`src/rtl/pifo_sched_pkg.sv`:
```
// Shared types and constants for the PIFO scheduler: FSM encoding, ORDER strings, default widths.
package pifo_sched_pkg;
  typedef enum logic [1:0] {
    ST_IDLE   = 2'd0,
    ST_WAIT   = 2'd1,
    ST_REMOVE = 2'd2
  } state_t;

  localparam string ORDER_MIN      = "MIN";
  localparam string ORDER_MAX      = "MAX";
  localparam int    DEF_RANK_WIDTH = 8;
  localparam int    DEF_META_WIDTH = 8;

  // Strict comparison, so on equal ranks the earlier (lower) index keeps winning.
  function automatic logic rank_better(input logic [31:0] a, input logic [31:0] b,
                                       input logic is_max);
    return is_max ? (a > b) : (a < b);
  endfunction
endpackage

```
`src/rtl/pifo_sched_if.sv`:
```
// Enqueue/dequeue handshake bundle between a client (master) and pifo_sched (slave).
interface pifo_sched_if import pifo_sched_pkg::*; #(
  parameter int L2_NUM_PIFO = 2,
  parameter int RANK_WIDTH  = DEF_RANK_WIDTH,
  parameter int META_WIDTH  = DEF_META_WIDTH
);
  logic                   enq_valid;
  logic                   enq_ready;
  logic [L2_NUM_PIFO-1:0] enq_qid;
  logic [RANK_WIDTH-1:0]  enq_rank;
  logic [META_WIDTH-1:0]  enq_meta;
  logic                   deq_req;
  logic                   deq_ready;
  logic                   deq_valid;
  logic                   deq_empty;
  logic [RANK_WIDTH-1:0]  deq_rank;
  logic [META_WIDTH-1:0]  deq_meta;
  logic [L2_NUM_PIFO-1:0] deq_qid;

  modport master (
    output enq_valid, enq_qid, enq_rank, enq_meta, deq_req,
    input  enq_ready, deq_ready, deq_valid, deq_empty, deq_rank, deq_meta, deq_qid
  );
  modport slave (
    input  enq_valid, enq_qid, enq_rank, enq_meta, deq_req,
    output enq_ready, deq_ready, deq_valid, deq_empty, deq_rank, deq_meta, deq_qid
  );
endinterface

```
`src/rtl/pifo_head_sel.sv`:
```
// Combinational NUM_PIFO-way best-head select; ties resolve to the lowest index.
module pifo_head_sel import pifo_sched_pkg::*; #(
  parameter int    NUM_PIFO    = 4,
  parameter int    L2_NUM_PIFO = 2,
  parameter int    RANK_WIDTH  = DEF_RANK_WIDTH,
  parameter string ORDER       = ORDER_MIN
) (
  input  logic [NUM_PIFO-1:0][RANK_WIDTH-1:0] i_heads,
  input  logic [NUM_PIFO-1:0]                 i_mask,
  output logic [L2_NUM_PIFO-1:0]              o_idx,
  output logic                                o_any
);
  localparam bit IS_MAX = (ORDER == ORDER_MAX);

  logic [RANK_WIDTH-1:0] w_best;

  always_comb begin
    o_idx  = '0;
    o_any  = 1'b0;
    w_best = '0;
    for (int q = 0; q < NUM_PIFO; q++)
      if (i_mask[q] && (!o_any || rank_better(32'(i_heads[q]), 32'(w_best), IS_MAX))) begin
        o_idx  = L2_NUM_PIFO'(q);
        o_any  = 1'b1;
        w_best = i_heads[q];
      end
  end
endmodule

```
`src/rtl/pifo_sched.sv`:
```
// Enqueue steering, best-head dequeue FSM and per-PIFO occupancy/settle tracking for a bank of pifo_reg.
module pifo_sched import pifo_sched_pkg::*; #(
  parameter int    NUM_PIFO    = 4,
  parameter int    L2_NUM_PIFO = 2,
  parameter int    L2_MAX_SIZE = 3,
  parameter int    RANK_WIDTH  = DEF_RANK_WIDTH,
  parameter int    META_WIDTH  = DEF_META_WIDTH,
  parameter string ORDER       = ORDER_MIN,
  parameter int    SETTLE      = 2
) (
  input  logic                                clk,
  input  logic                                rst_n,
  pifo_sched_if.slave                         bus,
  output logic [NUM_PIFO-1:0]                 o_pifo_insert,
  output logic [NUM_PIFO-1:0]                 o_pifo_remove,
  output logic [RANK_WIDTH-1:0]               o_pifo_rank_in,
  output logic [META_WIDTH-1:0]               o_pifo_meta_in,
  input  logic [NUM_PIFO*RANK_WIDTH-1:0]      i_pifo_rank_out,
  input  logic [NUM_PIFO*META_WIDTH-1:0]      i_pifo_meta_out,
  input  logic [NUM_PIFO-1:0]                 i_pifo_valid_out,
  output logic [NUM_PIFO*(L2_MAX_SIZE+1)-1:0] o_q_count
);
  localparam int            CW  = L2_MAX_SIZE + 1;
  localparam int            BW  = $clog2(SETTLE + 2);
  localparam logic [CW-1:0] CAP = CW'((1 << L2_MAX_SIZE) - 1);

  state_t                              r_state, w_next;
  logic [NUM_PIFO-1:0][CW-1:0]         r_count;
  logic [NUM_PIFO-1:0][BW-1:0]         r_busy;
  logic [NUM_PIFO-1:0][RANK_WIDTH-1:0] w_heads;
  logic [NUM_PIFO-1:0][META_WIDTH-1:0] w_metas;
  logic [NUM_PIFO-1:0]                 w_nz, w_bz, w_mask, w_ins, w_rem;
  logic [L2_NUM_PIFO-1:0]              w_idx;
  logic                                w_any, w_hold;
  logic                                w_enq_ready, w_deq_ready, w_enq_acc, w_deq_acc;
  logic                                w_sel, w_empty;
  logic                                r_deq_valid, r_deq_empty;
  logic [RANK_WIDTH-1:0]               r_deq_rank;
  logic [META_WIDTH-1:0]               r_deq_meta;
  logic [L2_NUM_PIFO-1:0]              r_deq_qid;

  assign w_heads = i_pifo_rank_out;
  assign w_metas = i_pifo_meta_out;

  always_comb begin
    for (int q = 0; q < NUM_PIFO; q++) begin
      w_nz[q] = (r_count[q] != '0);
      w_bz[q] = (r_busy[q] != '0);
    end
  end

  // A non-empty PIFO still settling makes its head untrustworthy; empty ones never block.
  assign w_hold = |(w_nz & w_bz);
  assign w_mask = w_nz & i_pifo_valid_out;

  pifo_head_sel #(
    .NUM_PIFO(NUM_PIFO), .L2_NUM_PIFO(L2_NUM_PIFO), .RANK_WIDTH(RANK_WIDTH), .ORDER(ORDER)
  ) u_sel (
    .i_heads(w_heads), .i_mask(w_mask), .o_idx(w_idx), .o_any(w_any)
  );

  always_ff @(posedge clk or negedge rst_n)
    if (!rst_n) r_state <= ST_IDLE;
    else        r_state <= w_next;

  always_comb begin
    w_next = r_state;
    case (r_state)
      ST_IDLE:  if (w_deq_acc) w_next = ST_WAIT;
      ST_WAIT:  if (!w_hold)   w_next = w_any ? ST_REMOVE : ST_IDLE;
      default:  w_next = ST_IDLE;
    endcase
  end

  // Readies are gated by rst_n so every output reads 0 while reset is held.
  always_comb begin
    w_deq_ready = rst_n && (r_state == ST_IDLE);
    w_enq_ready = w_deq_ready && (r_count[bus.enq_qid] < CAP) && !w_bz[bus.enq_qid];
    w_enq_acc   = bus.enq_valid && w_enq_ready;
    w_deq_acc   = bus.deq_req && w_deq_ready;
    w_sel       = (r_state == ST_WAIT) && !w_hold && w_any;
    w_empty     = (r_state == ST_WAIT) && !w_hold && !w_any;
    w_ins       = NUM_PIFO'(w_enq_acc) << bus.enq_qid;
    w_rem       = NUM_PIFO'(w_sel) << w_idx;
  end

  always_ff @(posedge clk or negedge rst_n)
    if (!rst_n) begin
      r_count <= '0;
      r_busy  <= '0;
    end else begin
      for (int q = 0; q < NUM_PIFO; q++) begin
        if (w_ins[q] || w_rem[q]) r_busy[q] <= BW'(SETTLE + 1);
        else if (w_bz[q])         r_busy[q] <= r_busy[q] - BW'(1);
        if (w_ins[q])             r_count[q] <= r_count[q] + CW'(1);
        else if (w_rem[q])        r_count[q] <= r_count[q] - CW'(1);
      end
    end

  always_ff @(posedge clk or negedge rst_n)
    if (!rst_n) begin
      o_pifo_insert  <= '0;
      o_pifo_remove  <= '0;
      o_pifo_rank_in <= '0;
      o_pifo_meta_in <= '0;
      r_deq_valid    <= 1'b0;
      r_deq_empty    <= 1'b0;
      r_deq_rank     <= '0;
      r_deq_meta     <= '0;
      r_deq_qid      <= '0;
    end else begin
      o_pifo_insert <= w_ins;
      o_pifo_remove <= w_rem;
      r_deq_valid   <= w_sel;
      r_deq_empty   <= w_empty;
      if (w_enq_acc) begin
        o_pifo_rank_in <= bus.enq_rank;
        o_pifo_meta_in <= bus.enq_meta;
      end
      if (w_sel) begin
        r_deq_rank <= w_heads[w_idx];
        r_deq_meta <= w_metas[w_idx];
        r_deq_qid  <= w_idx;
      end
    end

  assign bus.enq_ready = w_enq_ready;
  assign bus.deq_ready = w_deq_ready;
  assign bus.deq_valid = r_deq_valid;
  assign bus.deq_empty = r_deq_empty;
  assign bus.deq_rank  = r_deq_rank;
  assign bus.deq_meta  = r_deq_meta;
  assign bus.deq_qid   = r_deq_qid;
  assign o_q_count     = r_count;
endmodule

```
`src/flat_wrapper.sv`:
```
// flat-port wrapper written by rule: the top's interface ports become plain ports
module pifo_sched_flat import pifo_sched_pkg::*;
#(
  parameter int    NUM_PIFO    = 4,
  parameter int    L2_NUM_PIFO = 2,
  parameter int    L2_MAX_SIZE = 3,
  parameter int    RANK_WIDTH  = DEF_RANK_WIDTH,
  parameter int    META_WIDTH  = DEF_META_WIDTH,
  parameter string ORDER       = ORDER_MIN,
  parameter int    SETTLE      = 2
)
  (clk, rst_n, o_pifo_insert, o_pifo_remove, o_pifo_rank_in, o_pifo_meta_in, i_pifo_rank_out, i_pifo_meta_out, i_pifo_valid_out, o_q_count, bus_enq_valid, bus_enq_qid, bus_enq_rank, bus_enq_meta, bus_deq_req, bus_enq_ready, bus_deq_ready, bus_deq_valid, bus_deq_empty, bus_deq_rank, bus_deq_meta, bus_deq_qid);
  pifo_sched_if #(.L2_NUM_PIFO(L2_NUM_PIFO), .RANK_WIDTH(RANK_WIDTH), .META_WIDTH(META_WIDTH)) bus_i ();
  input  logic clk;
  input  logic rst_n;
  output logic [NUM_PIFO-1:0] o_pifo_insert;
  output logic [NUM_PIFO-1:0] o_pifo_remove;
  output logic [RANK_WIDTH-1:0] o_pifo_rank_in;
  output logic [META_WIDTH-1:0] o_pifo_meta_in;
  input  logic [NUM_PIFO*RANK_WIDTH-1:0] i_pifo_rank_out;
  input  logic [NUM_PIFO*META_WIDTH-1:0] i_pifo_meta_out;
  input  logic [NUM_PIFO-1:0] i_pifo_valid_out;
  output logic [NUM_PIFO*(L2_MAX_SIZE+1)-1:0] o_q_count;
  input wire logic [$bits(bus_i.enq_valid)-1:0] bus_enq_valid;
  input wire logic [$bits(bus_i.enq_qid)-1:0] bus_enq_qid;
  input wire logic [$bits(bus_i.enq_rank)-1:0] bus_enq_rank;
  input wire logic [$bits(bus_i.enq_meta)-1:0] bus_enq_meta;
  input wire logic [$bits(bus_i.deq_req)-1:0] bus_deq_req;
  output wire logic [$bits(bus_i.enq_ready)-1:0] bus_enq_ready;
  output wire logic [$bits(bus_i.deq_ready)-1:0] bus_deq_ready;
  output wire logic [$bits(bus_i.deq_valid)-1:0] bus_deq_valid;
  output wire logic [$bits(bus_i.deq_empty)-1:0] bus_deq_empty;
  output wire logic [$bits(bus_i.deq_rank)-1:0] bus_deq_rank;
  output wire logic [$bits(bus_i.deq_meta)-1:0] bus_deq_meta;
  output wire logic [$bits(bus_i.deq_qid)-1:0] bus_deq_qid;
  assign bus_i.enq_valid = bus_enq_valid;
  assign bus_i.enq_qid = bus_enq_qid;
  assign bus_i.enq_rank = bus_enq_rank;
  assign bus_i.enq_meta = bus_enq_meta;
  assign bus_i.deq_req = bus_deq_req;
  assign bus_enq_ready = bus_i.enq_ready;
  assign bus_deq_ready = bus_i.deq_ready;
  assign bus_deq_valid = bus_i.deq_valid;
  assign bus_deq_empty = bus_i.deq_empty;
  assign bus_deq_rank = bus_i.deq_rank;
  assign bus_deq_meta = bus_i.deq_meta;
  assign bus_deq_qid = bus_i.deq_qid;
  pifo_sched #(.NUM_PIFO(NUM_PIFO), .L2_NUM_PIFO(L2_NUM_PIFO), .L2_MAX_SIZE(L2_MAX_SIZE), .RANK_WIDTH(RANK_WIDTH), .META_WIDTH(META_WIDTH), .ORDER(ORDER), .SETTLE(SETTLE)) u_core (.clk(clk), .rst_n(rst_n), .bus(bus_i), .o_pifo_insert(o_pifo_insert), .o_pifo_remove(o_pifo_remove), .o_pifo_rank_in(o_pifo_rank_in), .o_pifo_meta_in(o_pifo_meta_in), .i_pifo_rank_out(i_pifo_rank_out), .i_pifo_meta_out(i_pifo_meta_out), .i_pifo_valid_out(i_pifo_valid_out), .o_q_count(o_q_count));
endmodule
```
`config.mk`:
```
export PLATFORM = sky130hd
export DESIGN_NAME = pifo_sched_flat
export DESIGN_NICKNAME = d
export VERILOG_FILES = /design/src/rtl/pifo_sched_pkg.sv /design/src/rtl/pifo_sched_if.sv /design/src/rtl/pifo_head_sel.sv /design/src/rtl/pifo_sched.sv /design/src/flat_wrapper.sv
export SDC_FILE = /design/constraint.sdc
export NUM_CORES = 1
export LEC_CHECK = 0
export ABC_CLOCK_PERIOD_IN_PS = 13900
export BUFFER_PORTS_ARGS = -buffer_cell sky130_fd_sc_hd__buf_2
export CAP_MARGIN = 40
export CORE_MARGIN = 1.5
export CORE_UTILIZATION = 55
export CTS_BUF_LIST = sky130_fd_sc_hd__clkbuf_8 sky130_fd_sc_hd__clkbuf_16
export DETAILED_ROUTE_END_ITERATION = 8
export PLACE_DENSITY = 0.95
export RECOVER_POWER = 50
export SLEW_MARGIN = 25
export SYNTH_ARGS = -nofsm -noshare
export SYNTH_HDL_FRONTEND = slang
export SYNTH_SLANG_ARGS = --single-unit
```
`constraint.sdc`:
```
create_clock -name clk -period 13.9 [get_ports clk]
set_input_delay 4.17 -clock clk [delete_from_list [all_inputs] [get_ports clk]]
set_output_delay 4.17 -clock clk [all_outputs]
set_load 0.01 [all_outputs]
```
[After elaboration in Yosys (flattened, before gate mapping)]
Index checks and enable logic that the tools add are counted.
Cells by class
  add/subtract/negate cells: 12
  order comparisons: 6
  eq/ne operators: 3
  shift operators: 2
  multiplexer cells: 38
  bitwise gates (word level): 2
  reduce and logical (&&, ||, !) cells: 43
Operator list (count)
  $mux 8: 5
  $mux 4: 9
  $bmux 8 s2: 2
  $mux 2: 13
  $lt 8x8->1: 3
  $reduce_bool 2->1: 12
  $add 4x1->4 const B: 4
  $reduce_bool 4->1: 4
  $sub 4x1->4 const B: 4
  $logic_and 1x1->1: 11
  $and 4x4->4: 2
  $bmux 4 s2: 1
  $shl 1x2->4: 2
  $sub 2x1->2 const B: 4
  $logic_or 1x1->1: 7
  $logic_not 1->1: 6
  $lt 2x3->1 const B: 2
  $mux 1: 6
  $lt 4x3->1 const B: 1
  $pmux 2 s2: 1
  $reduce_or 4->1: 1
  $bmux 1 s2: 1
  $eq 2x1->1 const B: 1
  $logic_not 2->1: 1
  3 further kinds: 3
Word-level totals
  flip-flop bits (word level): 70
  input bits: 90
  output and inout bits: 62

[Depth between registers and ports, before layout]
  word-level depth: 19
  gate-level depth with buffers: 33

[Modules after synthesis]
A second synthesis with hierarchy kept.
Unflattened totals
  cell total of the unflattened synthesis: 426
  area, all modules: 4521.8 um2
By module, submodules not included
  pifo_sched: times used 1, cells each 310, area each 3657.3 um2, sequential area each 1751.7 um2
  pifo_head_sel: times used 1, cells each 116, area each 864.6 um2, sequential area each 0.0 um2

[Worst setup path before layout]
OpenSTA, ideal clock, no wires.
  path kind: input port to flip-flop
  from: input i_pifo_valid_out[0]
  to: register u_core.r_count (netlist bit u_core.o_q_count[9])
  setup time: 0.128 ns
  arrival: 9.609 ns
  data required time: 13.772 ns
  slack: 4.164 ns
  stages: 27
  buffers on the path: 5
  path through: nor2b_1 buf_2 nand2_1 ha_1 a2111o_1 a21oi_2 nor2_1 nor2_1 clkbuf_1 nor2_1 a21boi_0 ha_1 o21a_1 o21a_1 and2_1 clkbuf_1 a21o_1 buf_2 buf_1 a21o_1 ha_1 a2111oi_0 nand3b_1 a31oi_1 a211oi_2 a21oi_1 mux2_1
On the way
  longest elaborated chain between the ends: 17
  elaborated cells between the ends (all ways): 26
Ends and longest elaborated chain
  from (decl): line flat_wrapper.sv:22  | input logic [NUM_PIFO-1:0] i_pifo_valid_out;
  $and 4x4->4 *: line pifo_sched.sv:54  | assign w_mask = w_nz & i_pifo_valid_out;
  $mux 8 or $mux 1 (tied branches): line pifo_head_sel.sv:22  | if (i_mask[q] && (!o_any || rank_better(32'(i_heads[q]), 32'(w_best), IS_MAX))) begin
  $lt 8x8->1 or $logic_not 1->1 (tied branches): line pifo_sched_pkg.sv:17, pifo_head_sel.sv:22
  $logic_or 1x1->1: line pifo_head_sel.sv:22
  $logic_and 1x1->1: line pifo_head_sel.sv:22
  $mux 8 or $mux 1 (tied branches): line pifo_head_sel.sv:22
  $lt 8x8->1 or $logic_not 1->1 (tied branches): line pifo_sched_pkg.sv:17, pifo_head_sel.sv:22
  $logic_or 1x1->1: line pifo_head_sel.sv:22
  $logic_and 1x1->1: line pifo_head_sel.sv:22
  $mux 8 or $mux 1 (tied branches): line pifo_head_sel.sv:22
  $lt 8x8->1 or $logic_not 1->1 (tied branches): line pifo_sched_pkg.sv:17, pifo_head_sel.sv:22
  $logic_or 1x1->1: line pifo_head_sel.sv:22
  $logic_and 1x1->1: line pifo_head_sel.sv:22
  $mux 1: line pifo_head_sel.sv:22
  $logic_and 1x1->1: line pifo_sched.sv:81  | w_sel = (r_state == ST_WAIT) && !w_hold && w_any;
  $shl 1x2->4 *: line pifo_sched.sv:84  | w_rem = NUM_PIFO'(w_sel) << w_idx;
  $reduce_bool 2->1 (no source line) *
  to (signal, indexed assignment): line pifo_sched.sv:95  | if (w_ins[q]) r_count[q] <= r_count[q] + CW'(1);
  to (signal, indexed assignment): line pifo_sched.sv:96  | else if (w_rem[q]) r_count[q] <= r_count[q] - CW'(1);
  to (decl): line pifo_sched.sv:28  | logic [NUM_PIFO-1:0][CW-1:0] r_count;
Every way passes the cells marked *; elsewhere a longest branch is shown, timed or not.
A chain may end at the register's enable or synchronous reset.

[Final worst setup path]
  from: input i_pifo_valid_out[0]
  to: register u_core.r_deq_rank[2], in the netlist u_core.bus.deq_rank[2]
On the way
  longest elaborated chain between the ends: 16
  elaborated cells between the ends (all ways): 26
Ends and longest elaborated chain
  $and 4x4->4 *: line pifo_sched.sv:54
  $mux 8 or $mux 1 (tied branches): line pifo_head_sel.sv:22
  $lt 8x8->1 or $logic_not 1->1 (tied branches): line pifo_sched_pkg.sv:17, pifo_head_sel.sv:22
  $logic_or 1x1->1: line pifo_head_sel.sv:22
  $logic_and 1x1->1: line pifo_head_sel.sv:22
  $mux 8 or $mux 1 (tied branches): line pifo_head_sel.sv:22
  $lt 8x8->1 or $logic_not 1->1 (tied branches): line pifo_sched_pkg.sv:17, pifo_head_sel.sv:22
  $logic_or 1x1->1: line pifo_head_sel.sv:22
  $logic_and 1x1->1: line pifo_head_sel.sv:22
  $mux 8 or $mux 1 (tied branches): line pifo_head_sel.sv:22
  $lt 8x8->1 or $logic_not 1->1 (tied branches): line pifo_sched_pkg.sv:17, pifo_head_sel.sv:22
  $logic_or 1x1->1: line pifo_head_sel.sv:22
  $logic_and 1x1->1: line pifo_head_sel.sv:22
  $mux 2: line pifo_head_sel.sv:22
  $bmux 8 s2: line pifo_sched.sv:121  | r_deq_rank <= w_heads[w_idx];
  $mux 8 (not written as such): line pifo_sched.sv:121
  to (signal assigned): line pifo_sched.sv:121
  to (decl): line pifo_sched.sv:38  | logic [RANK_WIDTH-1:0] r_deq_rank;
Every way passes the cells marked *; elsewhere a longest branch is shown, timed or not. The select of a mux whose other input is x is not followed.

==> impl_metrics.csv <==
group,metric,value,unit
timing,rsz0062_at_grt,"no",
cells_and_area,layout-drive-gt1-share,28.3,%
synth,synth_area_leaders,"dfrtp_1 40%, ha_1 9.3%, nand2_1 5.3%",
synth,syn_area,4430,sq um
floorplan,start_util,57.0,%
clock_network,clockBufferDepth,2,
detailed_routing,wire_per_inst,17.4,um
worst_setup_path,path_buf_inv,4,
cells_and_area,nets,736,
synth,synth_edf_count,0,
placement,place_area,5280,sq um
timing,hold_violations,0,
worst_setup_path,cp_slowest_cell,"a21o_1",
global_routing,grt_max_degree,58,
placement,dpl_worst_slack,2830,ps
synth,syn_inst,462,
synth,synthArstFlopShare,100,%
global_routing,busiest_layer,"met2",
detailed_routing,vias_per_cell,6.07,
clock_network,cts_resized,0,
global_routing,grt_overflow,0,
placement,place_congestion,0.951,
clock_network,h-tree-depth,3,
power_and_ir_drop,p_sw,0.496,mW
synth,syn_nets,589,
timing,worst_pin_slew,1310,ps
timing,drv_slew,0,
global_routing,grt_pass1_wl,19.6,mm
worst_setup_path,cp-start-kind,"input pin",
clock_network,cts_root_buffer,"clkbuf_8",
detailed_routing,drt_first_pass_iters,5,
worst_setup_path,end_kind,"flip-flop",
clock_network,clk_transition_reported_paths,80,ps
clock_network,cts_hold_buf,0,
timing,slew_headroom,11.6,%
global_routing,use_met3,4.84,%
timing,fmax,0.0938,GHz
clock_network,cts_setup_buffers,0,
cells_and_area,utilization,70.8,%
detailed_routing,ant_nets,0,
worst_setup_path,critical_path_required,14160,ps
synth,synthFlopType,"dfrtp_1",
timing,finalCritPeriodShare,76.7,%
synth,synth.most_common_cell,"dfrtp_1",
timing,fin_setup_tns,0,ps
worst_setup_path,crit_family,"compound AO/OA/AOI/OAI gates",
synth,yosysTopAreaCellShare,39.6,%
power_and_ir_drop,ir_worst_vdd,0.149,mV
job,maxCapViolCount,0,
worst_setup_path,cpPeakStageDelay,590,ps
cells_and_area,areaGrowthSynthToFinish,24.2,%
placement,place_inst,697,
worst_setup_path,critical_path_arrival,10920,ps
placement,place_hpwl,9.29,mm
synth,seq_area_frac_synth,39.6,%
timing,setup_slack,3240,ps
power_and_ir_drop,swShare,43.1,%
power_and_ir_drop,p_leak,2.66,nW
synth,yosys_warnings,0,
power_and_ir_drop,combinationalPowerShare,51.7,%
detailed_routing,drt_iter0_markers,375,
floorplan,die_x,92.7,um
power_and_ir_drop,internal_power,0.656,mW
detailed_routing,vias,4347,
synth,synth_seq_cells,70,
worst_hold_path,hp-class,"flip-flop to flip-flop",
clock_network,cts_tree,"built",
clock_network,cts.sinks,70,
power_and_ir_drop,p_seq_share,31.8,%
cells_and_area,stdcell_area,5500,sq um
synth,avgSynthCellArea,9.58,sq um
outcome,outcome,"finished clean",
power_and_ir_drop,pwr-share-clk,16.5,%
cells_and_area,fillers,610,
timing,finalClockSkew,4.86,ps
cells_and_area,antenna_cells,0,
global_routing,antenna_found_initial,0,
floorplan,core,7770,sq um
detailed_routing,wirelength,12.5,mm
clock_network,cts_buffers,9,
floorplan,fp-row-count,32,
worst_setup_path,worstPathMaxFanout,21,
global_routing,grt_pass1_vias,4120,
floorplan,dieArea,8600,sq um
global_routing,gr-usage-met2,46.4,%
floorplan,ioPinCount,152,
power_and_ir_drop,powerDensity,210,nW/um^2
placement,portBuffers,151,
synth,synth.distinct_cells,51,
global_routing,track_usage,29.0,%
floorplan,die_h,92.7,um
cells_and_area,final_cells,716,
worst_setup_path,ff2ff_setup_slack,6440,ps
global_routing,gr-usage-met1,39.9,%
timing,setup_viol,0,
worst_setup_path,crit_type,"input pin to flip-flop",
detailed_routing,drc,0,
clock_network,clkLatencyLatePin,340,ps
synth,ys_top_cells_by_count,"70 x dfrtp_1, 63 x nand2_1, 46 x a21oi_1",
synth,post-synth-top-area-cell,"dfrtp_1",
timing,finalCriticalPeriod,10660,ps
[flip-flops by register name (all words and copies together), names as in the netlist, 2 cells and up]
name	count
u_core.bus.deq_qid	2
u_core.bus.deq_rank	8
u_core.o_pifo_meta_in	8
u_core.bus.deq_meta	8
u_core.r_busy	8
u_core.o_pifo_rank_in	8
u_core.o_q_count	16
u_core.r_state	2
u_core.o_pifo_insert	4
u_core.o_pifo_remove	4
[power by group through the flow]
stage / combinational (mW) / clock, mW / sequential (mW)
6_report: 0.596 / 0.190 / 0.366
5_1_grt: 0.656 / 0.202 / 0.379
3_5_place_dp: 0.588 / 0 / 0.371
2_1_floorplan: 0.360 / 0 / 0.397
3_3_place_gp: 0.552 / 0 / 0.365
4_1_cts: 0.592 / 0.192 / 0.368
[metal layers]
layer	routed length, um	part of all wire [%]
met5	0	0
met4	302	2.4
met3	942	7.6
met2	6050	49
met1	5170	41
[worst register-to-register path, stage by stage, from the launching register on]
cell and delay (ps):
dfrtp_1 450, nor4_1 550, nor2b_1 270, nand2_1 130, ha_1 220, a2111o_1 370
a21oi_2 250, nor2_1 70, nor2_1 140, buf_4 270, nor2_1 170, a21boi_0 390
ha_1 270, o21a_1 140, o21a_1 110, and2_1 560, a21o_1 380, buf_8 230
a21o_1 140, ha_1 230, a2111oi_0 430, nand3b_1 150, a31oi_1 320, a21o_1 600
buf_8 250, a31oi_1 110, a21oi_1 190
[area by class of cell]
| cell class | count | area [sq um] | area share [%] |
|---|---|---|---|
| multi-input cells | 353 | 2500 | 45.5 |
| well taps | 102 | 128 | 2.32 |
| repair buffers | 159 | 826 | 15.0 |
| clock buffers | 10 | 138 | 2.50 |
| flip-flops and latches | 70 | 1750 | 31.9 |
| inverters | 16 | 60.1 | 1.09 |
| clock inverters | 6 | 92.6 | 1.68 |
[stage by stage]
step / power, mW / hold WS (ps)
3_5_place_dp: 0.959 / 490
5_1_grt: 1.24 / 527
4_1_cts: 1.15 / 509
3_3_place_gp: 0.917 / 479
6_report: 1.15 / 510
2_1_floorplan: 0.757 / 467
[cells by family (layout without fill, tap and decap cells)]
family                   after synthesis  count (layout)  synth area share [%]
AND/OR/NAND/NOR                      132             132                  13.2
flip-flops                            70              70                  39.6
adder cells (fa/ha/maj)               37              37                  11.1
XOR/XNOR                              16              16                  3.17
AO/OA/AOI/OAI                        142             142                  22.9
buffers and inverters                 39             191                  3.45
multiplexers                          26              26                  6.61
[layout by cell type, fill, tap and decap left out, types with 9 or more instances in the layout]
cell / synthesis / layout
buf_2: 5 / 122
dfrtp_1: 70 / 70
nand2_1: 63 / 63
a21oi_1: 46 / 46
ha_1: 33 / 33
nor2_1: 32 / 32
clkbuf_1: 17 / 30
mux2_2: 20 / 20
inv_1: 16 / 16
a211oi_1: 16 / 16
a311o_1: 16 / 16
a21o_1: 15 / 15
clkbuf_8: 0 / 10
xor2_1: 9 / 9
[worst paths after layout]
| kind | cells past startpoint | startpoint | end |
|---|---|---|---|
| setup / recovery | 26 | i_pifo_valid_out[0] | u_core.bus.deq_rank[2] |
| hold / removal | 1 | u_core.o_pifo_meta_in[1] | u_core.o_pifo_meta_in[1] |
| min in group asynchronous | 2 | rst_n | u_core.bus.deq_rank[5] |
| max in group asynchronous | 3 | rst_n | u_core.o_pifo_rank_in[4] |
| hold reg to reg | 1 | u_core.o_pifo_meta_in[1] | u_core.o_pifo_meta_in[1] |
| setup reg to reg | 26 | u_core.o_q_count[3] | u_core.bus.deq_rank[2] |
Power figures use the tool's default switching activity.
